--- src/rtl/kronos_types.sv ---
// Shared types for the Kronos fetch front end.
package kronos_types;

    localparam int PF_MAX_DEPTH = 16;

    typedef struct packed {
        logic [31:0] pc;
        logic [31:0] ir;
    } pf_entry_t;

endpackage

--- src/rtl/kronos_pf_fifo.sv ---
// Synchronous circular-buffer FIFO. Clear empties it; pop of an empty queue is ignored.
module kronos_pf_fifo
    import kronos_types::*;
#(
    parameter int  DEPTH = 4,
    parameter type T     = pf_entry_t
) (
    input  logic                   clk,
    input  logic                   rst,
    input  logic                   push,
    input  logic                   pop,
    input  logic                   clear,
    input  T                       din,
    output T                       dout,
    output logic                   full,
    output logic                   empty,
    output logic [$clog2(DEPTH):0] count
);

    localparam int AW = $clog2(DEPTH);
    localparam logic [AW-1:0] PTR_ONE = AW'(1);
    localparam logic [AW:0]   CNT_ONE = (AW + 1)'(1);
    localparam logic [AW:0]   CNT_MAX = (AW + 1)'(DEPTH);

    if (DEPTH < 2 || DEPTH > PF_MAX_DEPTH || (DEPTH & (DEPTH - 1)) != 0) begin : g_depth_check
        $error("kronos_pf_fifo: DEPTH must be a power of 2 in 2..%0d", PF_MAX_DEPTH);
    end

    T              mem [DEPTH];
    logic [AW-1:0] wr_ptr;
    logic [AW-1:0] rd_ptr;
    logic          do_push;
    logic          do_pop;

    assign empty   = (count == '0);
    assign full    = (count == CNT_MAX);
    assign do_pop  = pop && !empty;
    assign do_push = push && (!full || do_pop);
    assign dout    = mem[rd_ptr];

    // Pointers wrap naturally because DEPTH is a power of 2.
    always_ff @(posedge clk) begin
        if (rst || clear) begin
            wr_ptr <= '0;
            rd_ptr <= '0;
            count  <= '0;
        end else begin
            if (do_push) wr_ptr <= wr_ptr + PTR_ONE;
            if (do_pop)  rd_ptr <= rd_ptr + PTR_ONE;
            case ({do_push, do_pop})
                2'b10:   count <= count + CNT_ONE;
                2'b01:   count <= count - CNT_ONE;
                default: ;
            endcase
        end
    end

    always_ff @(posedge clk) begin
        if (do_push && !clear) mem[wr_ptr] <= din;
    end

endmodule

--- src/rtl/kronos_prefetch.sv ---
// Kronos instruction prefetcher: sequential word fetch into a queue, redirect on branch.
module kronos_prefetch
    import kronos_types::*;
#(
    parameter logic [31:0] BOOT_ADDR    = 32'h0,
    parameter int          DEPTH        = 4,
    parameter bit          FALL_THROUGH = 1'b0
) (
    input  logic                   clk,
    input  logic                   rst,
    output logic [31:0]            instr_addr,
    input  logic [31:0]            instr_data,
    output logic                   instr_req,
    input  logic                   instr_ack,
    input  logic                   branch,
    input  logic [31:0]            branch_target,
    output logic [31:0]            fetch_pc,
    output logic [31:0]            fetch_ir,
    output logic                   fetch_vld,
    input  logic                   fetch_rdy,
    output logic [$clog2(DEPTH):0] pf_count
);

    localparam int CW = $clog2(DEPTH) + 1;

    localparam logic [1:0] IDLE     = 2'd0;
    localparam logic [1:0] REQ      = 2'd1;
    localparam logic [1:0] REQ_DROP = 2'd2;

    logic [1:0]    state;
    logic [31:0]   pc;
    logic [31:0]   req_addr;
    logic [31:0]   target;
    pf_entry_t     ack_entry;
    pf_entry_t     head;
    pf_entry_t     shown;
    logic          empty;
    logic          full;
    logic          ack_any;
    logic          ack_live;
    logic          ft_hit;
    logic          push;
    logic          pop;
    logic [CW-1:0] count;
    logic [CW-1:0] count_next;
    logic          can_issue;

    assign target     = branch_target & 32'hFFFF_FFFC;
    assign instr_req  = (state != IDLE);
    assign instr_addr = req_addr;
    assign pf_count   = count;

    // An ack is only meaningful while a request is outstanding; in REQ_DROP it is discarded.
    assign ack_any   = instr_ack && instr_req;
    assign ack_live  = instr_ack && (state == REQ);
    assign ack_entry = '{pc: req_addr, ir: instr_data};

    assign ft_hit    = FALL_THROUGH && empty && ack_live;
    assign fetch_vld = !branch && (!empty || ft_hit);
    assign pop       = fetch_vld && fetch_rdy && !empty;
    assign push      = ack_live && !branch && !(ft_hit && fetch_rdy) && (!full || pop);

    assign shown    = ft_hit ? ack_entry : head;
    assign fetch_pc = fetch_vld ? shown.pc : '0;
    assign fetch_ir = fetch_vld ? shown.ir : '0;

    // A slot freed by a pop this cycle counts toward the next issue.
    assign count_next = count + CW'(push) - CW'(pop);
    assign can_issue  = (count_next < CW'(DEPTH));

    kronos_pf_fifo #(
        .DEPTH (DEPTH),
        .T     (pf_entry_t)
    ) u_fifo (
        .clk   (clk),
        .rst   (rst),
        .push  (push),
        .pop   (pop),
        .clear (branch),
        .din   (ack_entry),
        .dout  (head),
        .full  (full),
        .empty (empty),
        .count (count)
    );

    // pc always holds the address of the next request to issue.
    always_ff @(posedge clk) begin
        if (rst) begin
            state <= IDLE;
            pc    <= BOOT_ADDR;
        end else if (branch) begin
            if (instr_req && !instr_ack) begin
                state <= REQ_DROP;
                pc    <= target;
            end else begin
                state    <= REQ;
                req_addr <= target;
                pc       <= target + 32'd4;
            end
        end else if (state == IDLE || ack_any) begin
            if (can_issue) begin
                state    <= REQ;
                req_addr <= pc;
                pc       <= pc + 32'd4;
            end else begin
                state <= IDLE;
            end
        end
    end

endmodule

--- config.mk ---
export PLATFORM = sky130hd
export DESIGN_NAME = kronos_prefetch
export DESIGN_NICKNAME = d
export VERILOG_FILES = /design/src/rtl/kronos_types.sv /design/src/rtl/kronos_pf_fifo.sv /design/src/rtl/kronos_prefetch.sv
export SDC_FILE = /design/constraint.sdc
export NUM_CORES = 1
export LEC_CHECK = 0
export CAP_MARGIN = 20
export CORE_MARGIN = 5
export CORE_UTILIZATION = 40
export DETAILED_ROUTE_END_ITERATION = 6
export GPL_ROUTABILITY_DRIVEN = 0
export HOLD_SLACK_MARGIN = 0.1
export PLACE_DENSITY_LB_ADDON = 0.15
export SYNTH_ARGS = -nofsm -noshare
export SYNTH_HDL_FRONTEND = slang
export SYNTH_HIERARCHICAL = 1
export SYNTH_SLANG_ARGS = --single-unit
--- constraint.sdc ---
create_clock -name clk -period 9.3 [get_ports clk]
set_clock_uncertainty 0.2 [all_clocks]
set_input_delay 1.86 -clock clk [delete_from_list [all_inputs] [get_ports clk]]
set_output_delay 1.86 -clock clk [all_outputs]
set_load 0.01 [all_outputs]
## Word-level counts from Yosys, hierarchy flattened

Memory sizes are Yosys's and may differ from the RTL's. A register that Yosys moved wholly into a read port is not among the register bits.
Index checks and enable logic that the tools add are counted.

| storage, ports and cells | value |
|---|---|
| flip-flop bits (word level) | 73 |
| memory bits (read-only) | 0 |
| memory bits (writable) | 256 |
| bits in latches | 0 |
| word-level logic and storage cells | 68 |
| memories | 1 |
| output and inout bits | 101 |

Memories:

| memory | depth | bits a word | read ports | clocked after Yosys merged registers in | wr ports | line | RTL |
|---|---|---|---|---|---|---|---|
| u_fifo.mem | 4 | 64 | 1 | 1 | 1 | kronos_pf_fifo.sv:29 | `T mem [DEPTH];` |

| cells by class | value |
|---|---|
| eq/ne operators | 5 |
| mux-type cells | 19 |
| add/sub/neg operators | 8 |
| order comparisons | 1 |
| multiply operators | 0 |
| reduce and logical (&&, ||, !) cells | 27 |
| shift-type cells | 0 |
| bitwise gates (word level) | 1 |
| divide/modulo/power cells | 0 |

Operator list:

| operator | number |
|---|---|
| 2-to-1 mux 32 bit | 10 |
| adder 32 x 3 -> 32 bit (second input constant) | 2 |
| logical AND 1 bit | 11 |
| 2-to-1 mux 2 bit | 5 |
| nonzero test 2 bit | 4 |
| one-hot mux 3 bit (2 select lines) | 1 |
| adder 2 x 1 -> 2 bit (second input constant) | 2 |
| equality test 2 x 1 -> 1 bit (second input constant) | 2 |
| zero test 1 bit | 4 |
| logical OR 1 bit | 4 |
| AND reduction 4 bit | 1 |
| adder 3 x 1 -> 3 bit | 1 |
| adder 3 x 1 -> 3 bit (second input constant) | 1 |
| equality test 3 bit (second input constant) | 1 |
| zero test 3 bit | 1 |
| less-than comparator 3 bit (second input constant) | 1 |
| 2-to-1 mux 1 bit | 3 |
| subtractor 3 x 1 -> 3 bit | 1 |
| subtractor 3 x 1 -> 3 bit (second input constant) | 1 |
| equality test 2 bit (second input constant) | 1 |
| zero test 2 bit | 1 |
| inequality test 2 bit (second input constant) | 1 |
| AND reduction 2 bit | 1 |
| inverter 1 bit | 1 |

## Logic depth before layout (Yosys ltp)

Gate-level depths: netlist (run 1).

| logic depth | value |
|---|---|
| depth after elaboration | 13 |
| mapped depth | 16 |
| mapped depth without buffers | 13 |

## Hierarchy

Netlist (run 1), hierarchy kept.

Modules (own cells, without submodules):

| module | cells an instance | area each (sq um) | instances | seq. area each (sq um) |
|---|---|---|---|---|
| kronos_pf_fifo | 388 | 9710.6 | 1 | 7867.5 |
| kronos_prefetch | 487 | 4311.6 | 1 | 1541.5 |

## Worst setup path before layout (run 1)

Ideal clock, no wire load.

| path | value |
|---|---|
| path type | input to register |
| from | input branch |
| to | memory u_fifo/mem[1][0] (netlist bit), enable pin |
| setup slack | 1.056 ns |
| stages on the path | 7 |
| path buffers | 2 |
| data arrival time | 7.466 ns |
| setup time | 0.578 ns |
| cell sequence | clkbuf_1 > buf_1 > nor2_1 > nand4_1 > inv_1 > o41ai_4 > nor3b_1 |

| on the way | value |
|---|---|
| cells in the longest elaborated chain, start to end | 10 |
| elaborated cells between the ends (all ways) | 13 |
| classes of those cells | mux: 2; reduce/logical: 11 |

RTL lines:

| what | line | RTL |
|---|---|---|
| start, declared | kronos_prefetch.sv:15 | `input logic branch,` |
| zero test 1 bit * | kronos_prefetch.sv:59, kronos_prefetch.sv:61 |  |
| logical AND 1 bit | kronos_prefetch.sv:59 | `assign fetch_vld = !branch && (!empty \|\| ft_hit);` |
| logical AND 1 bit (2 in a row) | kronos_prefetch.sv:60 | `assign pop = fetch_vld && fetch_rdy && !empty;` |
| logical OR 1 bit | kronos_prefetch.sv:61 | `assign push = ack_live && !branch && !(ft_hit && fetch_rdy) && (!full \|\| pop);` |
| logical AND 1 bit * | kronos_prefetch.sv:61 |  |
| net push | kronos_prefetch.sv:42 | `logic push;` |
| logical AND 1 bit * | kronos_pf_fifo.sv:38 | `assign do_push = push && (!full \|\| do_pop);` |
| logical AND 1 bit * | kronos_pf_fifo.sv:59 | `if (do_push && !clear) mem[wr_ptr] <= din;` |
| 2-to-1 mux 1 bit * | kronos_pf_fifo.sv:59 |  |
| 2-to-1 mux 1 bit (implied by the code) * | kronos_pf_fifo.sv:59 |  |
| end, declared | kronos_pf_fifo.sv:29 |  |

The timed path passes the listed nets; every way through them passes the cells marked *.

## Worst setup path in the final report (run 1)

| path | value |
|---|---|
| from | input branch |
| to | output fetch_pc[30] |

| on the way | value |
|---|---|
| cells in the longest elaborated chain, start to end | 3 |

RTL lines:

| what | line | RTL |
|---|---|---|
| zero test 1 bit | kronos_prefetch.sv:59 |  |
| logical AND 1 bit | kronos_prefetch.sv:59 |  |
| 2-to-1 mux 32 bit | kronos_prefetch.sv:64 | `assign fetch_pc = fetch_vld ? shown.pc : '0;` |
| end, declared | kronos_prefetch.sv:17 | `output logic [31:0] fetch_pc,` |

No other way between the ends.

==> impl_results.md, run 1 <==
* Worst setup timing slack at the placement stage at 3.41 ns
* Remaining global-route overflow at 0
* Post-detailed-route via-to-cell ratio at 5.31
* Combined area of the multi-input logic cells at 0.00438 mm²
* Layout filler cell count at 2980
* Critical path type: input pin to output port
* Setup slack of the most critical reg-to-reg path at 5.26 ns
* Number of design rule violations left after detail routing at 0
* Insertion delay of the later-clocked pin in the worst-skew pair at 0.51 ns
* Worst Hold Class: register to register
* Number of maximum-capacitance violations at 0
* Initial standard-cell utilization of the core at 40.6%
* Cell types with the largest area share after synthesis: edfxtp_1, mux4_2, dfxtp_1, and2_1, mux2_2
* Crit path max fanout at 65
* Post-synth top area share at 61.2%
* Total of flip-flops plus latches after synthesis at 327
* Syn-to-layout area delta at 23.5%
* Power per cell area at 183 mW/mm²
* Number of antenna violations at the first check in global routing at 1
* Inserted Diodes at 0
* Worst EP arrival at 3.49 ns
* Total area of sequential cells at 0.00942 mm²
* Vertical extent of the die at 197 µm
* Via count of the first global-routing pass at 8316
* Highest attainable clock frequency at 180 MHz
* Post-Synth XOR/XNOR Area at 2.19%
* Count of distinct cell types in the synthesized netlist at 65
* Largest net degree at the start of global routing at 71
* Worst slew margin at 30.3%
* Number of buffers inserted to repair setup after CTS at 0
* Routed wire length at 31800 µm
* Average cell area after synthesis at 16.0 µm²
* IO Count at 170
* Summed instance area of the synthesized netlist at 0.0140 mm²
* RSZ-0062 raised after global routing: false
* Total via count after detailed routing at 8159
* Adder-Cell Fraction of Synth Area at 0.946%
* Fraction of registers with async set/reset at 0%
* First-pass GRT wire length at 49600 µm
* Core utilization of the finished layout at 50.1%
* Number of cell rows at 68
* Total track usage at 16.2%
* Clock transition at path regs at 0.06 ns
* Final-layout setup total negative slack at 0 ns
* Share of the clock period used by the worst path at 59.7%
* DRT iter0 DRCs at 562
* Area of the placeable core at 0.0345 mm²
* Dominant combinational cell family by area after synthesis: multiplexers
* Maximum vdd ir drop at 0.113 mV
* Total power at 0.00316 W
* Multiplexer fraction of the synthesized cell area at 12.4%
* Post-synth EDFFs at 286
* Placed wire-length estimate at 19500 µm
* Basic-gate share of the synthesized area counting and, or, nand and nor cells at 9.81%
* Root Driver: clkbuf_16
* Share of the synthesized area in compound gates (AO/OA/AOI/OAI) at 5.39%
* Fraction of final layout cells with drive strength greater than 1 at 16.8%
* Antenna violation net count after detailed routing at 0
* Routed wire per std cell at 20.7 µm
* Total Die Area at 0.0389 mm²
* CP Launch Type: input pin
* Worst-margin pin slew at 1.05 ns
* Required time reported for the critical path endpoint at 7.24 ns
* CTS HTree Levels at 2
* Syn. warnings at 6
* Number of clock sinks seen by CTS at 327
* Minimum clock period after layout at 5.55 ns
* Crit path capture type: output port
* Main flop type after synthesis: edfxtp_1
* Gates resized, CTS repair at 0
* Pins Over Slew Limit at 0
* Hold Fails Final Rpt at 0
* Minimum setup slack in the final design at 3.75 ns
* Share of the yosys chip area belonging to registers at 67.1%
* Clock tree from TritonCTS: done
* Leakage power figure at 5.51 nW
* Pre-antenna DRT Iters at 5
* Biggest area consumer among synthesized cells: edfxtp_1
* CTS buffer count at 37
* Number of endpoints failing setup at the final stage at 0
* Die X at 197 µm
* Max Root-Sink Buffers at 3
* Run status: complete, no violations
* Final nets at 1132
* Post-synthesis cell count at 875
* Hold-fix buffers at CTS at 0
* IO buf count at 165
[final timing paths]
kind	endpoint	start	cells after the start
worst min register to register	register	u_fifo/rd_ptr[1]$_SDFFE_PP0P_	2
worst max-delay path	fetch_pc[30]	branch	5
worst min-delay path	register	u_fifo/rd_ptr[1]$_SDFFE_PP0P_	2
worst max register to register	pc[25]$_SDFFE_PP0P_	u_fifo/count[0]$_SDFFE_PP0P_	13
[state kept, by name (all words and copies together) (netlist names), named ones only]
signal	flops
pc	30
u_fifo/rd_ptr	2
state	2
u_fifo/mem	256
instr_addr	30
u_fifo/wr_ptr	2
u_fifo/count	3
[synthesized netlist by cell type, drive strengths merged (2+ instances only)]
master and count:
and3b 2, a2111oi 7, nand4 21, ha 9
or4 6, nor3b 5, inv 18, a311oi 3
a31oi 3, o211a 3, mux2 21, nor2b 2
and4 7, buf 23, o311a 2, a21oi 20
o21ai 19, nand2 55, o22ai 2, a211oi 14
and3 6, and2 68, xor2 14, or3 5
nand3 13, nor3 13, o31a 5, clkbuf 26
nor2 19, o211ai 7, dfxtp 41, edfxtp 286
mux2i 6, xnor2 21, nor4 15, a21boi 2
o31ai 4, mux4 64, or2 4, a31o 3
[where the power goes]
group	switching (W)	internal, W
registers	0.0000265	0.00163
logic	0.0000832	0.0000806
clock network	0.000575	0.000768
[cell usage in the layout (no fill, tap or decap), types with 4 or more instances in the layout]
cell	Yosys	layout
a2111oi_0	4	4
a211oi_1	14	14
a21oi_1	20	20
and2_1	68	68
and3_1	6	6
and4_1	7	7
buf_4	8	14
clkbuf_1	25	4
clkbuf_16	0	39
clkdlybuf4s50_1	0	164
clkinv_1	0	9
clkinv_2	0	9
conb_1	1	10
dfxtp_1	41	39
edfxtp_1	286	286
ha_1	9	9
inv_1	17	17
mux2_2	21	21
mux2i_1	6	6
mux4_2	64	64
nand2_1	55	55
nand3_1	13	13
nand4_1	20	20
nor2_1	19	17
nor3_1	12	12
nor3b_2	0	4
nor4_1	12	11
nor4_2	3	4
o211ai_1	6	6
o21ai_0	19	19
o31a_1	5	5
o31ai_1	4	4
or3_1	4	4
or4_1	6	6
xnor2_1	21	21
xor2_1	14	14
[kinds of logic after synthesis]
| family | after synthesis |
|---|---|
| other | 1 |
| xor gates and xnor gates | 35 |
| AOI/OAI and AO/OA | 101 |
| muxes | 91 |
| DFF | 327 |
| buffers and inverters | 67 |
| and+or+nand+nor | 243 |
| adders and majority gates | 10 |
[routing by layer]
layer	track usage [%]	vias up	part of all wire, %
met2	26.5	228	49
met3	2.95	49	5.4
met1	22.6	4071	44
met5	0	-	0.041
met4	4.06	2	2.0
li1	-	3809	-
[area by class of cell]
class	instances	share of cell area [%]
Clock inverter	25	0.795
Clock buffer	43	5.72
Sequential cell	327	54.4
Inverter	18	0.390
Timing Repair Buffer	179	10.1
Tap cell	455	3.29
Multi-Input combinational cell	490	25.3
[critical path: stages]
cell and delay [ns]:
buf_2 0.13, nor2_4 0.09, buf_4 0.51, and2_1 0.28, clkdlybuf4s50_1 0.55
[per-stage QoR]
step           hold slack [ns]  area, µm²  cells
2_1_floorplan            0.259      14100    884
3_3_place_gp             0.275      16200   1469
3_5_place_dp             0.285      16200   1469
4_1_cts                  0.297      17300   1537
5_1_grt                  0.318      17300   1537
6_report                 0.286      17300   1537
Power figures use the tool's default switching activity.
==> run 2, diff against run 1 <==
==> constraint.sdc (replaced) <==
create_clock -name clk -period 5.7 [get_ports clk]
set_clock_uncertainty 0.2 [all_clocks]
set_input_delay 1.14 -clock clk [delete_from_list [all_inputs] [get_ports clk]]
set_output_delay 1.14 -clock clk [all_outputs]
set_load 0.01 [all_outputs]
==> impl_results.md, run 2 (same netlist as run 1, synthesis figures left out) <==
* Critical path type: input pin to register
* Number of buffers inserted to repair setup after CTS at 0 (unchanged)
* Root Driver: clkbuf_16
* Area of the placeable core at 0.0345 mm² (unchanged)
* Worst-margin pin slew at 1.07 ns (+0.0236 ns)
* Minimum clock period after layout at 4.29 ns
* Pre-antenna DRT Iters at 7 (+2)
* Final instance area at 0.0174 mm² (+0.25%)
* Inserted Diodes at 0 (unchanged)
* Hold Fails Final Rpt at 0 (unchanged)
* Via count of the first global-routing pass at 8396 (+0.96%)
* Register with the highest flop count: u_fifo/mem
* Routed wire length at 31700 µm (-0.31%)
* Net switching power figure at 0.00109 W (+59%)
* Maximum vdd ir drop at 0.167 mV (+48%)
* Worst slew margin at 28.2% (-2.2 points)
* Number of cells on the worst hold path at 2 (unchanged)
* First-pass GRT wire length at 49200 µm (-0.65%)
* Total via count after detailed routing at 8101 (-0.71%)
* Setup slack of the most critical reg-to-reg path at 1.63 ns (-3.63 ns)
* Vertical extent of the die at 197 µm (unchanged)
* Number of antenna violations at the first check in global routing at 0 (-1)
* Total Die Area at 0.0389 mm² (unchanged)
* Power per cell area at 296 mW/mm² (+62%)
* Maximum single-stage delay on the critical path at 0.73 ns (+0.18 ns)
* Share of the clock period used by the worst path at 75.3%
* Switching fraction of total power at 21.2% (-0.45 points)
* CTS HTree Levels at 2 (unchanged)
* Clock group share of total power at 42.2% (-0.3 points)
* Final-layout setup total negative slack at 0 ns (unchanged)
* Number of clock sinks seen by CTS at 327 (unchanged)
* CP Launch Type: input pin
* Total track usage at 16.2% (-0.023 points)
* Sequential group share of total power at 52.6% (+0.2 points)
* Final nets at 1133 (+0.088%)
* Syn-to-layout area delta at 23.8%
* Clock tree from TritonCTS: done
* Worst Hold Class: register to register
* Most common library cell in the layout ignoring fill and taps: edfxtp_1
* Required time reported for the critical path endpoint at 5.91 ns (-1.33 ns)
* Number of cell rows at 68 (unchanged)
* Core utilization of the finished layout at 50.2% (+0.12 points)
* Combinational cell fraction of total power at 5.2% (about the same)
* Largest net degree at the start of global routing at 70 (-1.4%)
* Number of endpoints failing setup at the final stage at 0 (unchanged)
* Max Root-Sink Buffers at 3 (unchanged)
* Top library cells by usage in the layout, fill and taps aside: edfxtp_1, clkdlybuf4s50_1, and2_1, mux4_2, nand2_1
* Insertion delay of the later-clocked pin in the worst-skew pair at 0.52 ns (about the same)
* Antenna violation net count after detailed routing at 0 (unchanged)
* Clock transition at path regs at 0.06 ns (about the same)
* Register-to-Register Path Depth at 13 (unchanged)
* Remaining global-route overflow at 0 (unchanged)
* Number of design rule violations left after detail routing at 0 (unchanged)
* Number of maximum-capacitance violations at 0 (unchanged)
* Post-placement cell area at 0.0163 mm² (+0.40%)
* Placed wire-length estimate at 19700 µm (+0.91%)
* Total power at 0.00514 W (+63%)
* Post-detailed-route via-to-cell ratio at 5.28 (-0.52%)
* Leakage power figure at 5.51 nW (about the same)
* Max stage delay cell, worst path: or4_1
* Crit path capture type: register
* Flip-flop count of the largest register, all copies and words added at 256 (unchanged)
* Minimum setup slack in the final design at 1.41 ns (-2.34 ns)
* Pins Over Slew Limit at 0 (unchanged)
* Gates resized, CTS repair at 0 (unchanged)
* Fraction of final layout cells with drive strength greater than 1 at 16.4% (-0.42 points)
* Worst EP arrival at 4.50 ns (+1.01 ns)
* Highest attainable clock frequency at 233 MHz
* Routed wire per std cell at 20.7 µm (-0.11%)
* Die X at 197 µm (unchanged)
* IO buf count at 165 (unchanged)
* CP Cell Sequence: clkdlybuf4s50_1, nand2_1, nand2_1, nand4_1, ha_1, inv_1, ha_1, and3b_1, or4_1, a2111oi_4, a211oi_1, a2111oi_2
* Run status: complete, no violations
* RSZ-0062 raised after global routing: false
* Cell Int Power at 0.00405 W (+63%)
* Worst setup timing slack at the placement stage at 0.910 ns (-2.50 ns)
* Initial standard-cell utilization of the core at 40.6% (unchanged)
* Hold-fix buffers at CTS at 0 (unchanged)
* CTS buffer count at 36 (-2.7%)
* DRT iter0 DRCs at 420 (-25%)
* Crit path max fanout at 10 (-85%)
* IO Count at 170 (unchanged)
==> run 2: changes by cell type in the layout (fill, tap and decap cells not counted), sizes merged <==
cell / change
buf: +2
bufinv: +2
clkbuf: +1
clkinv: -6
inv: -2
==> run 2: per-layer routing <==
metal | vias to the layer above | global-route usage, % | share of wire, %
li1 | 3787 | - | -
met2 | 181 | 27.4 | 50
met5 | - | 0 | 0
met4 | 0 | 3.78 | 1.9
met3 | 47 | 2.97 | 4.4
met1 | 4086 | 21.9 | 44
==> run 2: worst paths after layout <==
| path | startpoint | to |
|---|---|---|
| worst max-delay path | fetch_rdy | pc[23]$_SDFFE_PP0P_ |
| worst min-delay path | u_fifo/rd_ptr[1]$_SDFFE_PP0P_ | register |
| worst max register to register | u_fifo/count[0]$_SDFFE_PP0P_ | pc[23]$_SDFFE_PP0P_ |
| worst min register to register | u_fifo/rd_ptr[1]$_SDFFE_PP0P_ | register |
==> run 2: layout make-up <==
type / instances / area [µm²]
clock buffers: 44 / 931
clock inverters: 19 / 175
fillers: 2941 / 17200
inverters: 18 / 67.6
multi-input cells: 490 / 4380
flip-flops and latches: 327 / 9420
well taps: 455 / 569
repair buffers: 181 / 1820
==> run 2: metrics by stage <==
step	std cells	hold slack, ns
global route	1534	0.317
CTS	1534	0.286
detailed placement	1471	0.277
global placement	1471	0.265
floorplan	884	0.259
finish	1534	0.285
==> run 2: critical path, delay by kind of cell <==
kind	cells	cell delay, ns
fa+ha+maj	2	0.43
simple gates	5	1.21
compound gates	3	1.22
buf+inv	2	0.50
==> run 2: power groups by stage <==
stage	logic [W]	registers (W)	clock network, W
finish	0.000267	0.00270	0.00217
global route	0.000290	0.00271	0.00235
CTS	0.000271	0.00270	0.00224
detailed placement	0.000270	0.00275	0
global placement	0.000268	0.00275	0
floorplan	0.000115	0.00275	0
==> run 3, diff against run 2 <==
==> constraint.sdc (replaced) <==
create_clock -name clk -period 3.6 [get_ports clk]
set_clock_uncertainty 0.2 [all_clocks]
set_input_delay 0.72 -clock clk [delete_from_list [all_inputs] [get_ports clk]]
set_output_delay 0.72 -clock clk [all_outputs]
set_load 0.01 [all_outputs]
==> impl_results.md, run 3 (same netlist as run 1, synthesis figures left out) <==
* Root Driver: clkbuf_16
* Worst slew margin at 51.6% (+23 points)
* Crit path capture type: output port
* CTS HTree Levels at 2 (unchanged)
* Max Root-Sink Buffers at 3 (unchanged)
* Total Die Area at 0.0389 mm² (unchanged)
* CP Launch Type: register
* Hold Fails Final Rpt at 0 (unchanged)
* Routed wire per std cell at 21.1 µm (+1.9%)
* Clock group share of total power at 43.9% (+1.7 points)
* IO Count at 170 (unchanged)
* Minimum clock period after layout at 3.42 ns
* Post-Route Hold Slack at 0.282 ns (-0.00272 ns)
* Pins Over Slew Limit at 0 (unchanged)
* Most common library cell in the layout ignoring fill and taps: edfxtp_1
* Initial standard-cell utilization of the core at 40.6% (unchanged)
* RSZ-0062 raised after global routing: true
* CTS buffer count at 37 (+2.8%)
* Placed wire-length estimate at 22100 µm (+12%)
* Crit path max fanout at 65 (+55)
* Cell Int Power at 0.00671 W (+66%)
* Bufs and invs on worst path at 2 (unchanged)
* Hold-fix buffers at CTS at 0 (unchanged)
* Worst EP arrival at 2.50 ns (-2.00 ns)
* CP Cell Sequence: nor3_2, nor2_4, buf_4, and2_1, clkdlybuf4s50_1
* Number of clock sinks seen by CTS at 327 (unchanged)
* Max stage delay cell, worst path: buf_4
* Remaining global-route overflow at 0 (unchanged)
* Critical path type: register to output port
* Core utilization of the finished layout at 52.3% (+2.1 points)
* Clock tree from TritonCTS: done
* IO buf count at 165 (unchanged)
* Leakage power figure at 5.92 nW (+7.5%)
* Die X at 197 µm (unchanged)
* Power per cell area at 466 mW/mm² (+57%)
* Vertical extent of the die at 197 µm (unchanged)
* Via count of the first global-routing pass at 8729 (+4.0%)
* Net switching power figure at 0.00172 W (+58%)
* Combinational cell fraction of total power at 5.3% (about the same)
* Routed wire length at 33600 µm (+6.0%)
* Maximum vdd ir drop at 0.246 mV (+47%)
* Fraction of final layout cells with drive strength greater than 1 at 20.9% (+4.5 points)
* Number of endpoints failing setup at the final stage at 0 (unchanged)
* Largest net degree at the start of global routing at 66 (-5.7%)
* Gate family responsible for the most delay along the worst path: buffers and inverters
* Total via count after detailed routing at 8428 (+4.0%)
* Sequential group share of total power at 50.7% (-1.9 points)
* Register with the highest flop count: u_fifo/mem
* Worst-margin pin slew at 0.726 ns (-0.343 ns)
* Highest attainable clock frequency at 292 MHz
* Share of the clock period used by the worst path at 95.0%
* Number of maximum-capacitance violations at 0 (unchanged)
* Total track usage at 17.1% (+0.91 points)
* Antenna violation net count after detailed routing at 0 (unchanged)
* Number of design rule violations left after detail routing at 0 (unchanged)
* Total power at 0.00843 W (+64%)
* Syn-to-layout area delta at 28.9%
* Pre-antenna DRT Iters at 5 (-2)
* Final-layout setup total negative slack at 0 ns (unchanged)
* Maximum single-stage delay on the critical path at 0.57 ns (-0.16 ns)
* Clock transition at path regs at 0.05 ns (about the same)
* Number of antenna violations at the first check in global routing at 2 (+2)
* Number of non-filler instances in the completed layout at 1595 (+4.0%)
* Run status: complete, no violations
* First-pass GRT wire length at 51500 µm (+4.6%)
* Top library cells by usage in the layout, fill and taps aside: edfxtp_1, clkdlybuf4s50_1, and2_1, mux4_2, buf_4
* Area of the placeable core at 0.0345 mm² (unchanged)
* DRT iter0 DRCs at 499 (+19%)
* Required time reported for the critical path endpoint at 2.68 ns (-3.23 ns)
* Post-detailed-route via-to-cell ratio at 5.28 (about the same)
* Worst Hold Class: register to register
* Switching fraction of total power at 20.4% (-0.78 points)
* DP Cell Count at 1523 (+3.5%)
* Flip-flop count of the largest register, all copies and words added at 256 (unchanged)
* Number of cell rows at 68 (unchanged)
* Insertion delay of the later-clocked pin in the worst-skew pair at 0.51 ns (about the same)
* Final nets at 1189 (+4.9%)
[run 3: changes by cell type in the layout (fill, tap and decap cells not counted), moves of 3 or more]
cell / before / now
nor3b_4: 0 / 4
buf_12: 4 / 16
clkinv_8: 3 / 0
nor3b_2: 4 / 0
clkbuf_16: 36 / 39
buf_4: 12 / 55
[run 3: final cells by class]
cell class / count / area [µm²]
Multi-Input combinational cell: 490 / 4430
Tap cell: 455 / 569
Inverter: 18 / 67.6
Antenna cell: 2 / 5.00
Clock buffer: 49 / 1010
Timing Repair Buffer: 236 / 2380
Fill cell: 2952 / 16500
Clock inverter: 18 / 193
Sequential cell: 327 / 9420
[run 3: what timing repair did]
action                                  in CTS  in global routing
resized for setup                            0                  5
endpoints found under the setup margin       0                 20
setup buffers                                0                  3
[run 3: final timing paths]
| kind | slack [ns] | endpoint | depth (start not counted) | start |
|---|---|---|---|---|
| worst max-delay path | 0.18 | fetch_pc[27] | 5 | u_fifo/count[2]$_SDFFE_PP0P_ |
| worst min-delay path | 0.28 | register | 2 | u_fifo/rd_ptr[1]$_SDFFE_PP0P_ |
| worst max register to register | 0.22 | pc[24]$_SDFFE_PP0P_ | 14 | u_fifo/count[2]$_SDFFE_PP0P_ |
| worst min register to register | 0.28 | register | 2 | u_fifo/rd_ptr[1]$_SDFFE_PP0P_ |
[run 3: tightest hold or removal path: stages, from the launching register on]
cell and delay, ns:
dfxtp_1 0.30, o21ai_0 0.06, a21oi_1 0.07
[run 3: power by group through the flow]
stage	Clock [W]	Combinational, W	Sequential [W]
2_1_floorplan	0	0.000190	0.00435
3_3_place_gp	0	0.000451	0.00435
3_5_place_dp	0	0.000453	0.00436
4_1_cts	0.00380	0.000456	0.00428
5_1_grt	0.00400	0.000487	0.00428
6_report	0.00370	0.000449	0.00428
[run 3: routing by layer]
metal	global-route usage [%]	vias up	wire length [µm]	part of all wire [%]
met5	0	-	0	0
met4	4.60	0	782	2.3
met2	28.0	212	16200	48
li1	-	3925	-	-
met1	23.6	4241	14700	44
met3	3.12	50	1850	5.5
[run 3: metrics by stage]
step | setup WS, ns | cell area (µm²)
floorplan | -0.164 | 14200
global placement | -0.453 | 16800
detailed placement | -0.479 | 16800
CTS | 0.0213 | 18000
global route | -0.0205 | 18100
finish | 0.181 | 18100
